<file path="src/rtl/fifo_rd_stream.sv">
// fifo_rd_stream: read-side adapter for the asynchronous FIFO (rclk domain).
// Pops show-ahead FIFO words and presents them as a valid/ready stream
// through a 2-entry skid buffer (head + skid) so throughput stays at one
// word per cycle under backpressure.
// Optional feature macro: FIFO_RD_CNT_EN adds the rd_count popped-word counter.
//
// state  | meaning
// -------+---------------------------------------------------
// OCC_0  | buffer empty, m_valid low
// OCC_1  | one word buffered in head
// OCC_2  | two words buffered: head (older) and skid (newer)

module fifo_rd_stream #(
  parameter int DSIZE = 8,
  parameter int CNT_W = 16
) (
  input  logic             rclk,
  input  logic             rrst_n,
  input  logic             rempty,
  input  logic [DSIZE-1:0] rdata,
  output logic             rinc,
  input  logic             en,
  output logic             m_valid,
  output logic [DSIZE-1:0] m_data,
  input  logic             m_ready
`ifdef FIFO_RD_CNT_EN
  ,
  output logic [CNT_W-1:0] rd_count
`endif
);

  typedef enum logic [1:0] {
    OCC_0 = 2'd0,
    OCC_1 = 2'd1,
    OCC_2 = 2'd2
  } occ_e;

  occ_e             occ;
  occ_e             occ_nxt;
  logic [DSIZE-1:0] head;
  logic [DSIZE-1:0] skid;
  logic             push;
  logic             pop;
  logic             head_ld_rdata;
  logic             head_ld_skid;
  logic             skid_ld_rdata;

  // Occupancy state register; reset discards anything buffered.
  always_ff @(posedge rclk or negedge rrst_n) begin
    if (!rrst_n) begin
      occ <= OCC_0;
    end else begin
      occ <= occ_nxt;
    end
  end

  // Pop decision, next occupancy and which buffer registers load this cycle.
  // rrst_n is folded into the pop strobe so the FIFO is never popped while
  // this side is held in reset.
  always_comb begin
    occ_nxt       = occ;
    head_ld_rdata = 1'b0;
    head_ld_skid  = 1'b0;
    skid_ld_rdata = 1'b0;
    push = rrst_n & en & ~rempty & ((occ != OCC_2) | m_ready);
    pop  = (occ != OCC_0) & m_ready;
    case (occ)
      OCC_0: begin
        if (push) begin
          occ_nxt       = OCC_1;
          head_ld_rdata = 1'b1;
        end
      end
      OCC_1: begin
        if (push && pop) begin
          head_ld_rdata = 1'b1;
        end else if (push) begin
          occ_nxt       = OCC_2;
          skid_ld_rdata = 1'b1;
        end else if (pop) begin
          occ_nxt = OCC_0;
        end
      end
      OCC_2: begin
        // In OCC_2 a push always coincides with a pop (push needs m_ready).
        if (pop) begin
          head_ld_skid = 1'b1;
          if (push) begin
            skid_ld_rdata = 1'b1;
          end else begin
            occ_nxt = OCC_1;
          end
        end
      end
      default: begin
        occ_nxt = OCC_0;
      end
    endcase
  end

  // Buffer data registers; head keeps its last word when the buffer empties.
  always_ff @(posedge rclk or negedge rrst_n) begin
    if (!rrst_n) begin
      head <= '0;
      skid <= '0;
    end else begin
      if (head_ld_rdata) begin
        head <= rdata;
      end else if (head_ld_skid) begin
        head <= skid;
      end
      if (skid_ld_rdata) begin
        skid <= rdata;
      end
    end
  end

  assign rinc    = push;
  assign m_valid = (occ != OCC_0);
  assign m_data  = head;

`ifdef FIFO_RD_CNT_EN
  // Free-running count of FIFO pops, wrapping at 2^CNT_W.
  always_ff @(posedge rclk or negedge rrst_n) begin
    if (!rrst_n) begin
      rd_count <= '0;
    end else if (push) begin
      rd_count <= rd_count + 1'b1;
    end
  end
`else
  localparam int unused_cnt_w = CNT_W;
`endif

endmodule
</file>
<file path="config.mk">
export PLATFORM = sky130hd
export DESIGN_NAME = fifo_rd_stream
export DESIGN_NICKNAME = d
export VERILOG_FILES = /design/src/rtl/fifo_rd_stream.sv
export SDC_FILE = /design/constraint.sdc
export NUM_CORES = 1
export LEC_CHECK = 0
export CORE_MARGIN = 3
export CORE_UTILIZATION = 49
export CTS_BUF_LIST = sky130_fd_sc_hd__clkbuf_8
export DETAILED_ROUTE_END_ITERATION = 6
export GPL_TIMING_DRIVEN = 0
export PLACE_DENSITY = 0.91
export SETUP_SLACK_MARGIN = 0.5
export SLEW_MARGIN = 5
export SYNTH_ARGS = -nofsm -noshare
export SYNTH_HDL_FRONTEND = slang
export SYNTH_SLANG_ARGS = --single-unit
</file>
<file path="constraint.sdc">
create_clock -name rclk -period 2.8 [get_ports rclk]
set_input_delay 0.56 -clock rclk [delete_from_list [all_inputs] [get_ports rclk]]
set_output_delay 0.56 -clock rclk [all_outputs]
set_load 0.05 [all_outputs]
</file>
* Word level (Yosys, flattened, before mapping)
Cells that the tools add are included.
Cells by class: $add $sub $neg 0, multipliers 0, div/mod/pow operators 0, magnitude comparators 0, equal/unequal tests 8, shifts and indexed selects 0, muxes and demuxes 17, bitwise operators 6, reductions and logical operators 5
Operators by type and width (number):
- two-way mux 8 bit | 2
- two-way mux 2 bit | 6
- != test 2 bit, second input constant | 5
- two-way mux 1 bit | 6
- case mux 2 bit (3 select lines) | 1
- AND reduction 5 bit | 1
- bitwise AND 1 bit | 4
- case mux 1 bit (2 select lines) | 2
- nonzero test 2 bit | 2
- != test 3 bit, second input constant | 1
- equality test 2 x 1 -> 1 bit, second input constant | 1
- equality test 2 bit, second input constant | 1
- zero test 2 bit | 1
- logical AND 1 bit | 1
- inverter 1 bit | 1
- bitwise OR 1 bit | 1
Word-level totals: bits in registers 18, bits in latches 0, RAM bits 0, ROM bits 0, input bits 13, output and inout bits 10, word-level logic and storage cells 39, memories kept 0

* Depth between registers and ports, before layout
Gate-level depths: netlist of run 1.
word-level depth 7, mapped depth 7, gate-level depth less buffers 6

* Least setup slack after synthesis of run 1
No wires, ideal clock.
path kind register to register, start point register occ[0], end point register skid[0], setup time 0.125 ns, arrival 2.040 ns, required time 2.675 ns, path slack 0.635 ns, cell stages (with the launch flop) 8, buffers on the path 1, clock period less this slack 2.165 ns, cells stage by stage dfrtp_1 inv_1 ha_1 inv_2 nand3_2 buf_6 a2111oi_4 mux2_2
Between the ends: elaborated cells on any way between the ends 12, classes of those cells eq/ne: 3; mux: 4; bitwise: 3; reduce/logical: 2
RTL lines:
- start, declared | line 38 | occ_e occ;
- start signal, assigned | line 53 | occ <= occ_nxt;
- nonzero test 2 bit *
- named net m_valid | line 23 | output logic m_valid,
- bitwise AND 1 bit * | line 66 | pop = (occ != OCC_0) & m_ready;
- logical AND 1 bit | line 75 | if (push && pop) begin
- two-way mux 1 bit | line 75
- case mux 1 bit (2 select lines) * | line 67 | case (occ)
- end signal, assigned | line 113 | skid <= rdata;
- end, declared | line 41 | logic [DSIZE-1:0] skid;
The timed path passes the listed nets; every way through them passes the cells marked *. A chain may end at the register's enable or synchronous reset.

* Worst setup path in the final report of run 1
start point input m_ready, end point output rinc
Between the ends: longest elaborated chain between the ends 2
Ends and longest elaborated chain:
- start, declared | line 25 | input logic m_ready
- bitwise OR 1 bit | line 65 | push = rrst_n & en & ~rempty & ((occ != OCC_2) | m_ready);
- bitwise AND 1 bit | line 65
- end, declared | line 21 | output logic rinc,
Every way passes these cells.

==> impl_metrics.tcl, run 1 <==
set metrics [dict create \
    hold_violations 0 \
    rrSetupSlack_ns 0.69 \
    start_util_pct 55.82 \
    p_leak_nw 0.5886 \
    setup_viol 0 \
    die_y_um 48.85 \
    syn_area_um2 899.6 \
    gp_congestion 0.7965 \
    netSwitchingFraction_pct 42.56 \
    dieArea_um2 2386 \
    areaGrowthSynthToFinish_pct 36.58 \
    synth_nets 95 \
    peakVddDrop_mv 0.7813 \
    r2r-start "occ[0]$_DFFE_PN0P_" \
    r2r_cells 8 \
    grt_pass1_vias 704 \
    grt_pass1_wl_um 3194 \
    p_int_mw 0.7048 \
    portBuffers 22 \
    final-max-slew-violation-count 0 \
    worstPathMaxFanout 6 \
    drv_cap 0 \
    min_period_ns 2.344 \
    ant_nets 0 \
    die_w_um 48.85 \
    cp.arrival_ns 1.78 \
    yosysSeqAreaShare_pct 50.07 \
    multi_input_area_um2 419.2 \
    final_net_count 126 \
    hpwl_um 1341 \
    stdcell_count 133 \
    min_period_over_period_pct 83.72 \
    register_area_um2 450.4 \
    fillerInstances 120 \
    vias 702 \
    synth.avg_cell_area_um2 11.39 \
    dr.pass1.iters 4 \
    hold_path_class "input pin to asynchronous set/reset pin" \
    ctsHtreeMaxLevel 1 \
    clock_skew_ns 0.001127 \
    relSlewSlack_pct 66.47 \
    numCtsBuffers 3 \
    rr_endpoint "skid[6]$_DFFE_PN0P_" \
    pwr-share-clk_pct 17.2 \
    status "complete, no violations" \
    clkTransAtPathRegs_ns 0.07 \
    antenna_cells 0 \
    clockRootBuffer "clkbuf_8" \
    ys_warn_count 0 \
    grt-ovfl-total 0 \
    endpoint_kind "primary output" \
    power_switching_mw 0.5221 \
    required_ns 2.24 \
    dp_cells 125 \
    tns_ns 0 \
    grt_start_max_net_pins 20 \
    viasPerCell 5.278 \
    clk_latency_ns 0.25 \
    wl_um 1861 \
    syn_inst 79 \
    cts_sinks 18 \
    tightest_slew_ns 0.5014 \
    grt_antenna_before_repair 0 \
    ys_ff_latch 18 \
    core_area_um2 1612 \
    rsz0062_at_grt "true" \
    postCtsHoldBufs 0 \
    num_rows 14 \
    final_util_pct 76.24 \
    cts_tree "yes" \
    crit_type "input pin to primary output" \
    seq_power_share_pct 34.1 \
    pin_count 23 \
    drive_above_1_share_pct 22.02 \
    combPwrFrac_pct 48.7 \
    power_density_nw_per_um2 998.6 \
    grt_usage_pct 17.60 \
    avgRoutedWirePerCell_um 13.99 \
    critPathLaunchType "input pin" \
    drtIter0Drc 16 \
    max_freq_mhz 426.6 \
    drc 0 \
    clock_path_buffers 2 \
    ys_types 20 \
]
[per-layer routing]
layer | vias up | wire [um] | GRT usage, %
met5 | - | 0 | 0
met4 | 0 | 38 | 8.531
met3 | 5 | 92 | 4.281
met2 | 22 | 891 | 27.38
met1 | 339 | 838 | 22.92
li1 | 336 | - | -
[power groups by stage]
stage	clock, mW	combinational, mW	sequential [mW]
floorplan	0	0.224	0.600
global placement	0	0.586	0.418
detailed placement	0	0.602	0.423
CTS	0.213	0.598	0.420
global route	0.230	0.640	0.431
finish	0.211	0.597	0.418
[what timing repair did]
item / in CTS / in global routing
resized for setup: 10 / 2
buffers inserted: 1 / 3
setup endpoints to repair: 20 / 9
gates cloned: 0 / 0
pin swaps: 2 / 1
hold endpoints to repair: 0 / 0
[worst max path at each step]
| stage | from | to | slack (ns) | depth (start not counted) |
|---|---|---|---|---|
| 3_3_place_gp | rrst_n | rinc | -0.79 | 4 |
| 4_1_cts | m_ready | rinc | 0.35 | 4 |
| 2_1_floorplan | occ[0]$_DFFE_PN0P_ | skid[0]$_DFFE_PN0P_ | 0.64 | 7 |
| 3_5_place_dp | rrst_n | rinc | -0.86 | 4 |
| 6_report | m_ready | rinc | 0.46 | 4 |
| 5_1_grt | m_ready | rinc | 0.40 | 4 |
[registers in the layout (all words and copies together), names as in the netlist]
register  cells
m_data        8
occ           2
skid          8
[through the flow]
step	power (mW)	instance area (um2)	hold WS, ns	worst slack [ns]
5_1_grt	1.301	1229	0.2529	0.3972
3_5_place_dp	1.025	1150	0.4985	-0.8632
3_3_place_gp	1.004	1150	0.4886	-0.7893
2_1_floorplan	0.8249	899.6	0.2644	0.6354
6_report	1.227	1229	0.2278	0.4557
4_1_cts	1.231	1206	0.2437	0.3480
[cells by family after synthesis]
kind of cell,synth area share [%]
AOI/OAI and AO/OA,13.35
adders and majority gates,4.173
buffers and inverters,3.893
DFF,50.07
muxes,20.03
and+or+nand+nor,8.484
[cell usage after synthesis]
library cell	instances	area [um2]
dfrtp_1	18	450.4
o21ai_0	12	60.06
mux2i_1	9	90.09
nand2_1	9	33.78
mux2_2	8	90.09
inv_1	4	15.01
a21oi_1	3	15.01
ha_1	3	37.54
nor2_1	2	7.510
a2111oi_4	1	27.53
a311oi_1	1	8.760
and2b_1	1	7.510
buf_2	1	5.000
buf_6	1	11.26
inv_2	1	3.750
nand3_1	1	5.000
nand3_2	1	10.01
nand3b_1	1	7.510
nor3_1	1	5.000
o2bb2ai_1	1	8.760
[worst max-delay path, cell delays in order]
cell	delay, ns
clkdlybuf4s50_1	0.59
and2b_1	0.27
nor2_1	0.09
buf_2	0.27
[cell type report]
type,instances,area share (%)
repair buffers,26,19.45
inverters,5,1.527
clock buffers,4,4.481
well taps,24,2.444
flip-flops and latches,18,36.66
plain buffers,2,1.324
multi-input cells,54,34.11
[cells in the final DEF (no fill, tap or decap)]
cell type	n
nand2_1	9
ha_1	3
nand3b_1	1
dlygate4sd2_1	1
o21ai_0	12
nand3_2	1
buf_4	4
inv_2	1
nor3_2	1
nand3_1	1
dfrtp_1	18
clkdlybuf4s50_1	19
o2bb2ai_1	1
a2111oi_4	1
buf_6	1
mux2i_1	9
clkbuf_8	4
and2b_1	1
a311oi_1	1
mux2_2	8
nor2_1	2
inv_1	4
buf_2	3
a21oi_1	3
Note: power is estimated with default switching activity, not from simulation.
==> run 2, diff against run 1 <==
--- a/config.mk
+++ b/config.mk
@@ -6,11 +6,11 @@
 export NUM_CORES = 1
 export LEC_CHECK = 0
 export CORE_MARGIN = 3
-export CORE_UTILIZATION = 49
+export CORE_UTILIZATION = 45
 export CTS_BUF_LIST = sky130_fd_sc_hd__clkbuf_8
 export DETAILED_ROUTE_END_ITERATION = 6
 export GPL_TIMING_DRIVEN = 0
-export PLACE_DENSITY = 0.91
+export PLACE_DENSITY = 0.88
 export SETUP_SLACK_MARGIN = 0.5
 export SLEW_MARGIN = 5
 export SYNTH_ARGS = -nofsm -noshare
==> constraint.sdc (replaced) <==
create_clock -name rclk -period 2.1 [get_ports rclk]
set_input_delay 0.42 -clock rclk [delete_from_list [all_inputs] [get_ports rclk]]
set_output_delay 0.42 -clock rclk [all_outputs]
set_load 0.05 [all_outputs]
==> run 2 against run 1 <==
Die area is 7.8% higher. Clock power is 36% higher. Sequential power is 39% higher. Via count is 19% higher. Non-clock buffer count is 11 higher. Worst setup slack worse by 0.27 ns. Clock skew is 0.0060 ns higher. Final area is 22% higher. Largest power group unchanged. Cell count is 9.0% higher. Worst hold slack worse by 0.18 ns. Routed wire length is 54% higher.
==> impl_metrics.tcl, run 2 (synthesized netlist as in run 1, its figures left out) <==
set metrics [dict create \
    status "complete, no violations" \
    grt-ovfl-total 0 \
    final-max-slew-violation-count 0 \
    tightest_slew_ns 0.5137 \
    avgRoutedWirePerCell_um 19.74 \
    relSlewSlack_pct 65.89 \
    route.met3.wl_um 160 \
    grt_pass1_vias 829 \
    antenna_cells 0 \
    final_cell_mix "dfrtp_1 (18), mux2i_1 (9), buf_6 (9), buf_4 (9)" \
    pwr-share-clk_pct 14.9 \
    ant_nets 0 \
    tns_ns 0 \
    wl_met1_um 1106 \
    grt_pass1_wl_um 3677 \
    clock_path_buffers 2 \
    wl_um 2863 \
    vias 832 \
    drtIter0Drc 26 \
    drive_above_1_share_pct 45.00 \
    cp.arrival_ns 2.05 \
    worstPathMaxFanout 4 \
    p_leak_nw 0.7268 \
    min_period_ns 1.913 \
    die_w_um 50.71 \
    rrSetupSlack_ns 0.19 \
    wl_met2_um 1479 \
    num_rows 15 \
    hpwl_um 1429 \
    final_net_count 137 \
    numCtsBuffers 3 \
    required_ns 2.24 \
    clkTransAtPathRegs_ns 0.07 \
    drv_cap 0 \
    grt_antenna_before_repair 0 \
    combPwrFrac_pct 55.1 \
    netSwitchingFraction_pct 44.35 \
    postCtsHoldBufs 0 \
    rr_endpoint "skid[4]$_DFFE_PN0P_" \
    final_common_cell "dfrtp_1" \
    ctsHtreeMaxLevel 1 \
    endpoint_kind "flip-flop" \
    pin_count 23 \
    critPathLaunchType "flip-flop" \
    dr.pass1.iters 4 \
    seq_power_share_pct 29.9 \
    hold_violations 0 \
    setup_viol 0 \
    portBuffers 22 \
    power_switching_mw 0.8576 \
    routed.top_layer "met4" \
    clockRootBuffer "clkbuf_8" \
    dieArea_um2 2572 \
    r2r-start "occ[0]$_DFFE_PN0P_" \
    grt_start_max_net_pins 20 \
    final_util_pct 83.19 \
    die_y_um 50.71 \
    drc 0 \
    max_freq_mhz 522.7 \
    grt_usage_pct 19.19 \
    r2r_cells 8 \
    core_area_um2 1802 \
    hold_path_class "input pin to asynchronous set/reset pin" \
    peakVddDrop_mv 0.9061 \
    start_util_pct 49.93 \
    viasPerCell 5.738 \
    cts_sinks 18 \
    areaGrowthSynthToFinish_pct 66.62 \
    rsz0062_at_grt "true" \
    total_power_mw 1.934 \
    clock_skew_ns 0.007174 \
    cts_tree "yes" \
    crit_type "flip-flop to flip-flop" \
    power_density_nw_per_um2 1290 \
    p_int_mw 1.076 \
    min_period_over_period_pct 91.11 \
    gp_congestion 0.7897 \
    clk_latency_ns 0.26 \
]
## run 2: per-layer routing
| metal | global-route usage, % | vias to the layer above |
|---|---|---|
| li1 | - | 365 |
| met1 | 21.06 | 408 |
| met2 | 35.00 | 43 |
| met3 | 4.748 | 16 |
| met4 | 7.623 | 0 |
| met5 | 0 | - |
## run 2: worst max path at each step
| stage | from | endpoint | slack, ns | cells past startpoint |
|---|---|---|---|---|
| finish | occ[0]$_DFFE_PN0P_ | skid[4]$_DFFE_PN0P_ | 0.19 | 8 |
| global route | occ[0]$_DFFE_PN0P_ | skid[4]$_DFFE_PN0P_ | 0.13 | 8 |
| CTS | occ[1]$_DFFE_PN0P_ | rinc | 0.22 | 5 |
| detailed placement | rrst_n | rinc | -1.30 | 4 |
| global placement | rrst_n | rinc | -1.23 | 4 |
| floorplan | occ[0]$_DFFE_PN0P_ | skid[0]$_DFFE_PN0P_ | 0.08 | 7 |
## run 2: worst max-delay path: stages, from the launching register on
cell       delay, ns
dfrtp_1         0.39
inv_2           0.09
ha_4            0.20
inv_8           0.06
nand3_4         0.06
buf_8           0.14
a2111oi_4       0.34
buf_4           0.22
mux2_4          0.30
## run 2: area by class of cell
cell class | count | area [um2]
timing repair buffer | 37 | 355.3
fill | 103 | 302.8
tap | 25 | 31.28
sequential | 18 | 450.4
inverter | 5 | 26.28
multi-input combinational | 54 | 554.3
clock buffer | 4 | 55.05
buffer | 2 | 26.28
## run 2: timing repair
action                                  in CTS  in global routing
buffers inserted                            10                  4
endpoints found under the setup margin      28                 25
gates resized for setup                     41                 43
pin swaps                                    5                  8
cloned                                       0                  1
## run 2: power by group through the flow
stage                     Sequential [mW]  Clock [mW]  Combinational, mW
after detailed placement            0.567           0              0.859
after floorplan                     0.802           0              0.351
final                               0.579       0.288               1.07
after CTS                           0.559       0.287              0.902
after global routing                0.591       0.303               1.12
after global placement              0.559           0              0.839
## run 2: metrics by stage
stage / std cells / setup WS, ns / hold WS (ns) / instance area (um2)
after global placement: 126 / -1.231 / 0.4885 / 1185
after global routing: 145 / 0.1344 / 0.05233 / 1499
final: 145 / 0.1868 / 0.04828 / 1499
after detailed placement: 126 / -1.300 / 0.4955 / 1185
after CTS: 140 / 0.2210 / 0.09435 / 1349
after floorplan: 79 / 0.07705 / 0.1244 / 933.4
